`src/rtl/uart_pkg.sv`:
```
`default_nettype none
// ============================================================================
// Module   : uart_pkg
// Purpose  : Shared types, constants and width helpers for the UART receiver.
// Revision : 1.0
// ============================================================================
package uart_pkg;

    typedef enum logic [2:0] {
        IDLE   = 3'd0,
        START  = 3'd1,
        DATA   = 3'd2,
        PARITY = 3'd3,
        STOP   = 3'd4
    } rx_state_t;

    localparam logic c_PARITY_EVEN = 1'b0;
    localparam logic c_PARITY_ODD  = 1'b1;

    // Widths depend on module parameters, so they are computed per instance.
    function automatic int cnt_width(input int clks_per_bit);
        return (clks_per_bit > 1) ? $clog2(clks_per_bit) : 1;
    endfunction

    function automatic int idx_width(input int data_bits);
        return $clog2(data_bits + 1);
    endfunction

endpackage
`default_nettype wire

```
`src/rtl/uart_rx_sync.sv`:
```
`default_nettype none
// ============================================================================
// Module   : uart_rx_sync
// Purpose  : Two-flop synchronizer for the serial line plus falling-edge detect.
// Revision : 1.0
// ============================================================================
module uart_rx_sync (
    input  logic clk,
    input  logic rst_n,
    input  logic u_rx,
    output logic s_rx,
    output logic fall
);

    logic r_meta;
    logic r_prev;

    always_ff @(posedge clk or negedge rst_n) begin
        if (!rst_n) begin
            r_meta <= 1'b1;
            s_rx   <= 1'b1;
            r_prev <= 1'b1;
        end else begin
            r_meta <= u_rx;
            s_rx   <= r_meta;
            r_prev <= s_rx;
        end
    end

    assign fall = r_prev & ~s_rx;

endmodule
`default_nettype wire

```
`src/rtl/uart_rx_frame.sv`:
```
`default_nettype none
// ============================================================================
// Module   : uart_rx_frame
// Purpose  : Oversampled UART receiver with parity/framing/overrun reporting
//            and a valid/ready holding register. Optional macro
//            UART_RX_MAJORITY_EN enables 2-of-3 majority sampling.
// Revision : 1.0
// ============================================================================
module uart_rx_frame
    import uart_pkg::*;
#(
    parameter int DATA_BITS    = 8,
    parameter int CLKS_PER_BIT = 16,
    parameter int PARITY_EN    = 1,
    parameter int PARITY_ODD   = 0,
    parameter int STOP_BITS    = 1
) (
    input  logic                 clk,
    input  logic                 rst_n,
    input  logic                 u_rx,
    input  logic                 en_rx,
    output logic [DATA_BITS-1:0] rx_data,
    output logic                 rx_valid,
    input  logic                 rx_ready,
    output logic                 rx_par_err,
    output logic                 rx_frm_err,
    output logic                 rx_overrun,
    output logic                 rx_busy
);

    localparam int c_CNT_W = cnt_width(CLKS_PER_BIT);
    localparam int c_IDX_W = idx_width(DATA_BITS);
    localparam int c_HALF  = CLKS_PER_BIT / 2;
`ifdef UART_RX_MAJORITY_EN
    localparam int c_FIRST = c_HALF;
`else
    localparam int c_FIRST = c_HALF - 1;
`endif
    localparam logic [c_CNT_W-1:0] c_FIRST_CNT = c_CNT_W'(c_FIRST);
    localparam logic [c_CNT_W-1:0] c_BIT_CNT   = c_CNT_W'(CLKS_PER_BIT - 1);
    localparam logic [c_IDX_W-1:0] c_LAST_DATA = c_IDX_W'(DATA_BITS - 1);
    localparam logic [c_IDX_W-1:0] c_LAST_STOP = c_IDX_W'(STOP_BITS - 1);
    localparam logic               c_PAR_MODE  = (PARITY_ODD != 0) ? c_PARITY_ODD : c_PARITY_EVEN;

    rx_state_t              r_state;
    logic [c_CNT_W-1:0]     r_cnt;
    logic [c_IDX_W-1:0]     r_idx;
    logic [DATA_BITS-1:0]   r_shift;
    logic                   r_par_err;
    logic                   r_frm_err;
    logic                   r_done;
    logic                   w_s_rx;
    logic                   w_fall;
    logic                   w_sample;
    logic                   w_tick;

    uart_rx_sync u_sync (
        .clk   (clk),
        .rst_n (rst_n),
        .u_rx  (u_rx),
        .s_rx  (w_s_rx),
        .fall  (w_fall)
    );

`ifdef UART_RX_MAJORITY_EN
    logic [1:0] r_hist;

    always_ff @(posedge clk or negedge rst_n) begin
        if (!rst_n) r_hist <= 2'b11;
        else        r_hist <= {r_hist[0], w_s_rx};
    end

    // Decision at mid+1: r_hist[1]=mid-1, r_hist[0]=mid, w_s_rx=mid+1.
    assign w_sample = (r_hist[1] & r_hist[0]) | (r_hist[1] & w_s_rx) | (r_hist[0] & w_s_rx);
`else
    assign w_sample = w_s_rx;
`endif

    assign w_tick  = (r_state == START) ? (r_cnt == c_FIRST_CNT) : (r_cnt == c_BIT_CNT);
    assign rx_busy = (r_state != IDLE);

    always_ff @(posedge clk or negedge rst_n) begin
        if (!rst_n) begin
            r_state   <= IDLE;
            r_cnt     <= '0;
            r_idx     <= '0;
            r_shift   <= '0;
            r_par_err <= 1'b0;
            r_frm_err <= 1'b0;
            r_done    <= 1'b0;
        end else begin
            r_done <= 1'b0;
            if (r_state != IDLE && !en_rx) begin
                r_state <= IDLE;
                r_cnt   <= '0;
            end else if (r_state == IDLE) begin
                if (en_rx && w_fall) begin
                    r_state   <= START;
                    r_cnt     <= '0;
                    r_idx     <= '0;
                    r_par_err <= 1'b0;
                    r_frm_err <= 1'b0;
                end
            end else if (!w_tick) begin
                r_cnt <= r_cnt + c_CNT_W'(1);
            end else begin
                r_cnt <= '0;
                case (r_state)
                    START: r_state <= w_sample ? IDLE : DATA;
                    DATA: begin
                        // LSB first: after DATA_BITS shifts bit i sits at position i.
                        r_shift <= {w_sample, r_shift[DATA_BITS-1:1]};
                        if (r_idx == c_LAST_DATA) begin
                            r_idx   <= '0;
                            r_state <= (PARITY_EN != 0) ? PARITY : STOP;
                        end else begin
                            r_idx <= r_idx + c_IDX_W'(1);
                        end
                    end
                    PARITY: begin
                        r_par_err <= (^r_shift) ^ w_sample ^ c_PAR_MODE;
                        r_state   <= STOP;
                    end
                    STOP: begin
                        if (!w_sample) r_frm_err <= 1'b1;
                        if (r_idx == c_LAST_STOP) begin
                            r_done  <= 1'b1;
                            r_state <= IDLE;
                        end else begin
                            r_idx <= r_idx + c_IDX_W'(1);
                        end
                    end
                    default: r_state <= IDLE;
                endcase
            end
        end
    end

    // Holding register: a load takes priority over a same-edge accept.
    always_ff @(posedge clk or negedge rst_n) begin
        if (!rst_n) begin
            rx_data    <= '0;
            rx_valid   <= 1'b0;
            rx_par_err <= 1'b0;
            rx_frm_err <= 1'b0;
            rx_overrun <= 1'b0;
        end else if (r_done) begin
            rx_data    <= r_shift;
            rx_valid   <= 1'b1;
            rx_par_err <= r_par_err;
            rx_frm_err <= r_frm_err;
            rx_overrun <= rx_valid & ~rx_ready;
        end else if (rx_valid && rx_ready) begin
            rx_valid   <= 1'b0;
            rx_par_err <= 1'b0;
            rx_frm_err <= 1'b0;
            rx_overrun <= 1'b0;
        end
    end

endmodule
`default_nettype wire
```
`config.mk`:
```
export PLATFORM = sky130hd
export DESIGN_NAME = uart_rx_frame
export DESIGN_NICKNAME = d
export VERILOG_FILES = /design/src/rtl/uart_pkg.sv /design/src/rtl/uart_rx_sync.sv /design/src/rtl/uart_rx_frame.sv
export SDC_FILE = /design/constraint.sdc
export NUM_CORES = 1
export LEC_CHECK = 0
export BUFFER_PORTS_ARGS = -buffer_cell sky130_fd_sc_hd__buf_4
export CAP_MARGIN = 40
export CORE_MARGIN = 1.5
export CORE_UTILIZATION = 35
export CTS_CLUSTER_SIZE = 16
export DETAILED_ROUTE_END_ITERATION = 8
export GPL_TIMING_DRIVEN = 0
export PLACE_DENSITY = 0.5
export SLEW_MARGIN = 5
export SYNTH_ARGS = -nofsm -noshare
export SYNTH_HDL_FRONTEND = slang
export SYNTH_SLANG_ARGS = --single-unit
export TNS_END_PERCENT = 20
```
`constraint.sdc`:
```
create_clock -name clk -period 3.9 [get_ports clk]
set_input_delay 0.585 -clock clk [delete_from_list [all_inputs] [get_ports clk]]
set_output_delay 0.585 -clock clk [all_outputs]
set_load 0.05 [all_outputs]
```
# Word level (Yosys, flattened, before mapping)
# Index checks and enable logic that the tools add are counted.
[word_totals]
mem_bits_rw = 0
register_bits = 37
in_bits = 5
mem_count = 0
romBits = 0
elab_cells = 92
latch_bits = 0
[classes]
shifts = 0
n_eq_ne = 13
n_bitwise = 7
reduce_logical = 19
muxes = 36
n_div = 0
mul = 0
order_cmp = 0
n_addsub = 2
[ops]
columns = ["cell", "count"]
rows = [
  ["2-to-1 mux 4 bit", 8],
  ["2-to-1 mux 1 bit", 19],
  ["2-to-1 mux 3 bit", 6],
  ["case mux 3 bit (4 select lines)", 1],
  ["AND reduction 4 bit", 3],
  ["AND reduction 5 bit", 2],
  ["nonzero test 3 bit", 3],
  ["adder 4 x 1 -> 4 bit, second input constant", 2],
  ["equality test 4 x 3 -> 1 bit, second input constant", 2],
  ["!= test 4 bit, second input constant", 2],
  ["case mux 4 bit (2 select lines)", 1],
  ["nonzero test 2 bit", 4],
  ["XOR reduction 8 bit", 1],
  ["equality test 3 x 2 -> 1 bit, second input constant", 2],
  ["equality test 4 bit, second input constant", 1],
  ["logical NOT 4 bit", 1],
  ["inverter 1 bit", 4],
  ["equality test 3 x 1 -> 1 bit, second input constant", 1],
  ["equality test 3 bit, second input constant", 1],
  ["logical AND 1 bit", 3],
  ["logical NOT 3 bit", 1],
  ["!= test 3 x 2 -> 1 bit, second input constant", 1],
  ["!= test 3 bit, second input constant", 1],
  ["bitwise AND 1 bit", 2],
  ["other kinds (5)", 5],
]

# Depth between registers and ports, before layout
[logic_depth]
word_depth = 6
ltp_mapped = 6

# By module
# Synthesis repeated with hierarchy kept, for this count alone.
[unflattened]
hier_cells = 165
area_unflattened_um2 = 1880.6
[by_module_without_submodules]
columns = ["mod", "area_per_inst_um2", "instances", "cells_each"]
rows = [
  ["uart_rx_frame", 1788.0, 1, 161],
  ["uart_rx_sync", 92.6, 1, 4],
]

# Worst setup path before layout
# Ideal clock, no wire load.
[synth_path]
path_kind = "reg2reg"
start = "register r_state[1]"
end = "register r_idx[0]"
t_arrival_ps = 2113
synth_period_minus_slack_ps = 2192
path_buffers = 1
stages_incl_launch_ff = 7
slack_ps = 1708
path_cell_list = "dfrtp_1 -> buf_4 -> nor3_4 -> clkinv_1 -> nor3b_1 -> o211a_1 -> mux2i_1"
[synth_via]
elab_chain_len = 4
elab_cells_between_ends = 16
cone_classes = "5 x eq/ne; 4 x mux; 1 x bitwise; 6 x reduce/logical"
[synth_rtl]
columns = ["element", "line_no", "rtl"]
rows = [
  ["start: declaration", "uart_rx_frame.sv:45", "rx_state_t r_state;"],
  ["start signal: assignment", "uart_rx_frame.sv:109", "START: r_state <= w_sample ? IDLE : DATA;"],
  ["start signal: assignment", "uart_rx_frame.sv:115", "r_state <= (PARITY_EN != 0) ? PARITY : STOP;"],
  ["nonzero test 3 bit", "n/a", ""],
  ["net rx_busy", "uart_rx_frame.sv:28", "output logic rx_busy"],
  ["logical AND 1 bit", "uart_rx_frame.sv:93", "if (r_state != IDLE && !en_rx) begin"],
  ["inverter 1 bit (no line)", "n/a", ""],
  ["AND reduction 5 bit (no line)", "n/a", ""],
  ["end signal: assignment", "uart_rx_frame.sv:117", "r_idx <= r_idx + c_IDX_W'(1);"],
  ["end signal: assignment", "uart_rx_frame.sv:130", "r_idx <= r_idx + c_IDX_W'(1);"],
  ["end: declaration", "uart_rx_frame.sv:47", "logic [c_IDX_W-1:0] r_idx;"],
]
# The timed path passes the listed nets, and every way through them passes these cells. The select of a mux whose other input is x is not followed.
# A chain may end at the register's enable or synchronous reset.

# Worst setup path after layout
[layout_path]
start = "register r_state[1]"
end = "output port rx_busy"
[layout_via]
elab_chain_len = 1
[layout_rtl]
columns = ["element", "line_no", "rtl"]
rows = [
  ["nonzero test 3 bit", "uart_rx_frame.sv:80", "assign rx_busy = (r_state != IDLE);"],
  ["end: declaration", "uart_rx_frame.sv:28", ""],
]
# Every way passes these cells.

==> run metrics <==
Initial DRC Count 49; DR pass1 iterations 4; Worst Skew approximately 0.0066 ns; TNS Setup 0 ns; Worst setup EP type output port; vias per cell approximately 5.0; Mapped Cells 153; Worst path max stage delay 0.36 ns; # port buffers 17; Max FO, Critical Path 10; # fillers between 400 and 500; DR vias 1219; Synth cell types 43; post-synth top area share 0.472; core area around 4800 um2; Max-Cap Viols 0; post-CTS setup buffer count 0; Die X-Extent about 75 um; I/O Pins 18; final setup vio count 0; Worst VDD drop ~0.18 mV; RSZ-0062 raised after global routing false; CP max stage cell dfrtp_1; Multi-input gate area about 810 um2; pwr/cell area between 300 and 400 nW/um2; ys flop type dfrtp_1; Final Total Pwr 0.743 mW; EDFF count, synth 0; Post-Synth Simple-Gate Area 0.144; largest net degree at the start of global routing 38; Root Buffer clkbuf_8; clock slew at reported path FFs ~0.080 ns; relative slew slack 0.678; initial antenna violation count 0; share of layout cells above drive strength 1 0.298; clock buffer depth 2; Worst-Margin Slew about 0.48 ns; # diodes 0; cell taking the most area after synthesis dfrtp_1; Final Hold Fails 0; Post-Synth XOR/XNOR Area 0.0562; min Tclk post-route 2.30 ns; vias in the first global route ~1200; kind of critical path reg2out; clk sink count 37; sequential fraction of the synthesis area 0.516; cts bufs inserted 5; Detail Route Antenna Nets 0; Hold WS approximately 0.24 ns; worst skew pair latency between 0.2 and 0.3 ns; cts repair resizes 0; fin crit share 0.590; main combinational cell family by area after synthesis simple AND/OR/NAND/NOR gates; critical path, cell by cell buf_4, nor3_4, clkinv_1, buf_4; fmax 0.435 GHz; asr flop ratio synth 1.00; Most common cell on crit path buf_4; post-DP HPWL ~2400 um; CTS HTree Levels 2; multiplexer share of the synthesized area 0.122; wire per inst roughly 14 um; Synth warnings 0; register area between 900 and 1000 um2; WP buf/inv 3; gp weighted congestion 0.834; gr usage total 0.133; fin. max-slew vios 0; WP data required 3.31 ns; Core Rows 25; hold_buf cts 0; synthesized flop and latch total 37; die area between 5000 and 6000 um2; Synth-to-Final Area Change 16.5%; P_leak 0.962 nW; Worst setup SP type flop; post-synth net total 161; Netlist Area Pre-Place 1800 um2; Die Y around 75 um; crit-path leading delay family buffers and inverters; CTS tree yes; Initial Utilization 0.372; DRC 0; Final nets between 150 and 200; total wire length around 3400 um; Hold Path Class in2async; first-pass GRT wire length 5510 um; gr ovfl total 0; Synth area leaders dfrtp_1 47%, mux2_2 10%, dfstp_2 4.4%, xnor2_1 3.4%, nand2_1 2.9%; status completed; Synth Area in Adders 0.0208; Critical Path AT ~1.7 ns; Synth Area per Inst approximately 12 um2; compound-cell area share of the yosys netlist 0.109
-- power breakdown --
| part | internal (mW) | total, mW | switching [mW] |
|---|---|---|---|
| clock network | 0.123 | 0.259 | 0.136 |
| logic | 0.0280 | 0.0714 | 0.0434 |
| registers | 0.399 | 0.412 | 0.0135 |
| total | 0.550 | 0.743 | 0.192 |
-- path summary, 6_finish.rpt --
kind	startpoint	endpoint	slack, ns	cells after the start
setup / recovery	r_state[1]	rx_busy	1.60	4
hold / removal	rst_n	r_cnt[3]	0.24	1
setup reg to reg	r_cnt[0]	r_shift[7]	1.63	5
hold reg to reg	u_sync.r_meta	u_sync.s_rx	0.35	0
max in group asynchronous	rst_n	u_sync.r_meta	3.29	1
min in group clk	u_sync.r_meta	u_sync.s_rx	0.35	0
-- stage by stage --
step                std cells  worst slack [ns]  utilization  area (um2)
finish                    245              1.60        0.433        2100
global route              245              1.43        0.433        2100
CTS                       245              1.59        0.433        2100
detailed placement        237              1.64        0.415        2010
global placement          237              1.68        0.415        2010
floorplan                 153              1.71            -        1800
-- state kept, by name, indices dropped and copies added, names as in the netlist --
signal         cells
u_sync.s_rx        1
rx_valid           1
r_shift            8
rx_par_err         1
r_state            3
u_sync.r_meta      1
r_par_err          1
rx_frm_err         1
r_done             1
rx_overrun         1
rx_data            8
r_frm_err          1
r_idx              4
r_cnt              4
u_sync.r_prev      1
-- synthesized netlist by cell type, types with 2 or more instances --
library cell / number
nand2_1: 14
nor4_1: 2
buf_4: 2
a22o_1: 3
o21a_1: 3
clkbuf_1: 2
nor3b_1: 4
xnor2_1: 7
inv_1: 7
o211ai_1: 2
nor2_1: 6
o21ai_0: 5
a32o_1: 2
or2_2: 2
a21oi_1: 2
nand3_1: 4
dfstp_2: 3
o31a_1: 2
nor3_1: 2
ha_1: 3
o2111ai_1: 2
mux2i_1: 4
dfrtp_1: 34
xor2_1: 2
mux2_2: 16
-- placed cells by master (no fill, tap or decap), types with 5 or more instances in the layout --
cell type / instances
dfrtp_1: 34
buf_4: 19
mux2_2: 16
nand2_1: 14
inv_1: 7
xnor2_1: 7
nor2_1: 6
o21ai_0: 5
clkbuf_8: 5
-- worst reg2reg max path, cell delays in order, from the launching register on --
cell     delay [ns]
dfrtp_1        0.41
ha_1           0.21
nand2_1        0.18
or4_4          0.50
nor3b_4        0.47
mux2_2         0.39
-- per-layer routing --
layer | up-vias | track usage | wire length, um
li1 | 592 | - | -
met1 | 606 | 0.175 | 1680
met2 | 19 | 0.210 | 1540
met3 | 2 | 0.0402 | 116
met4 | 0 | 0.0465 | 17
met5 | - | 0 | 0
-- cell families (layout without fill, tap and decap cells) --
group,count (synthesis),count (layout)
AND/OR/NAND/NOR,44,44
flip-flops,37,37
AO/OA/AOI/OAI,26,26
multiplexers,20,20
buffers and inverters,13,38
XOR/XNOR,10,10
adder cells (fa/ha/maj),3,3
-- final cells by class --
cell class                 count  share of cell area
timing repair buffer          17              0.0608
inverter                       8              0.0143
multi-input combinational    103               0.388
clock inverter                 3             0.00834
tap                           67              0.0399
clock buffer                   5              0.0328
sequential                    37               0.443
buffer                         5              0.0131
Note: power is estimated with default switching activity, not from simulation.
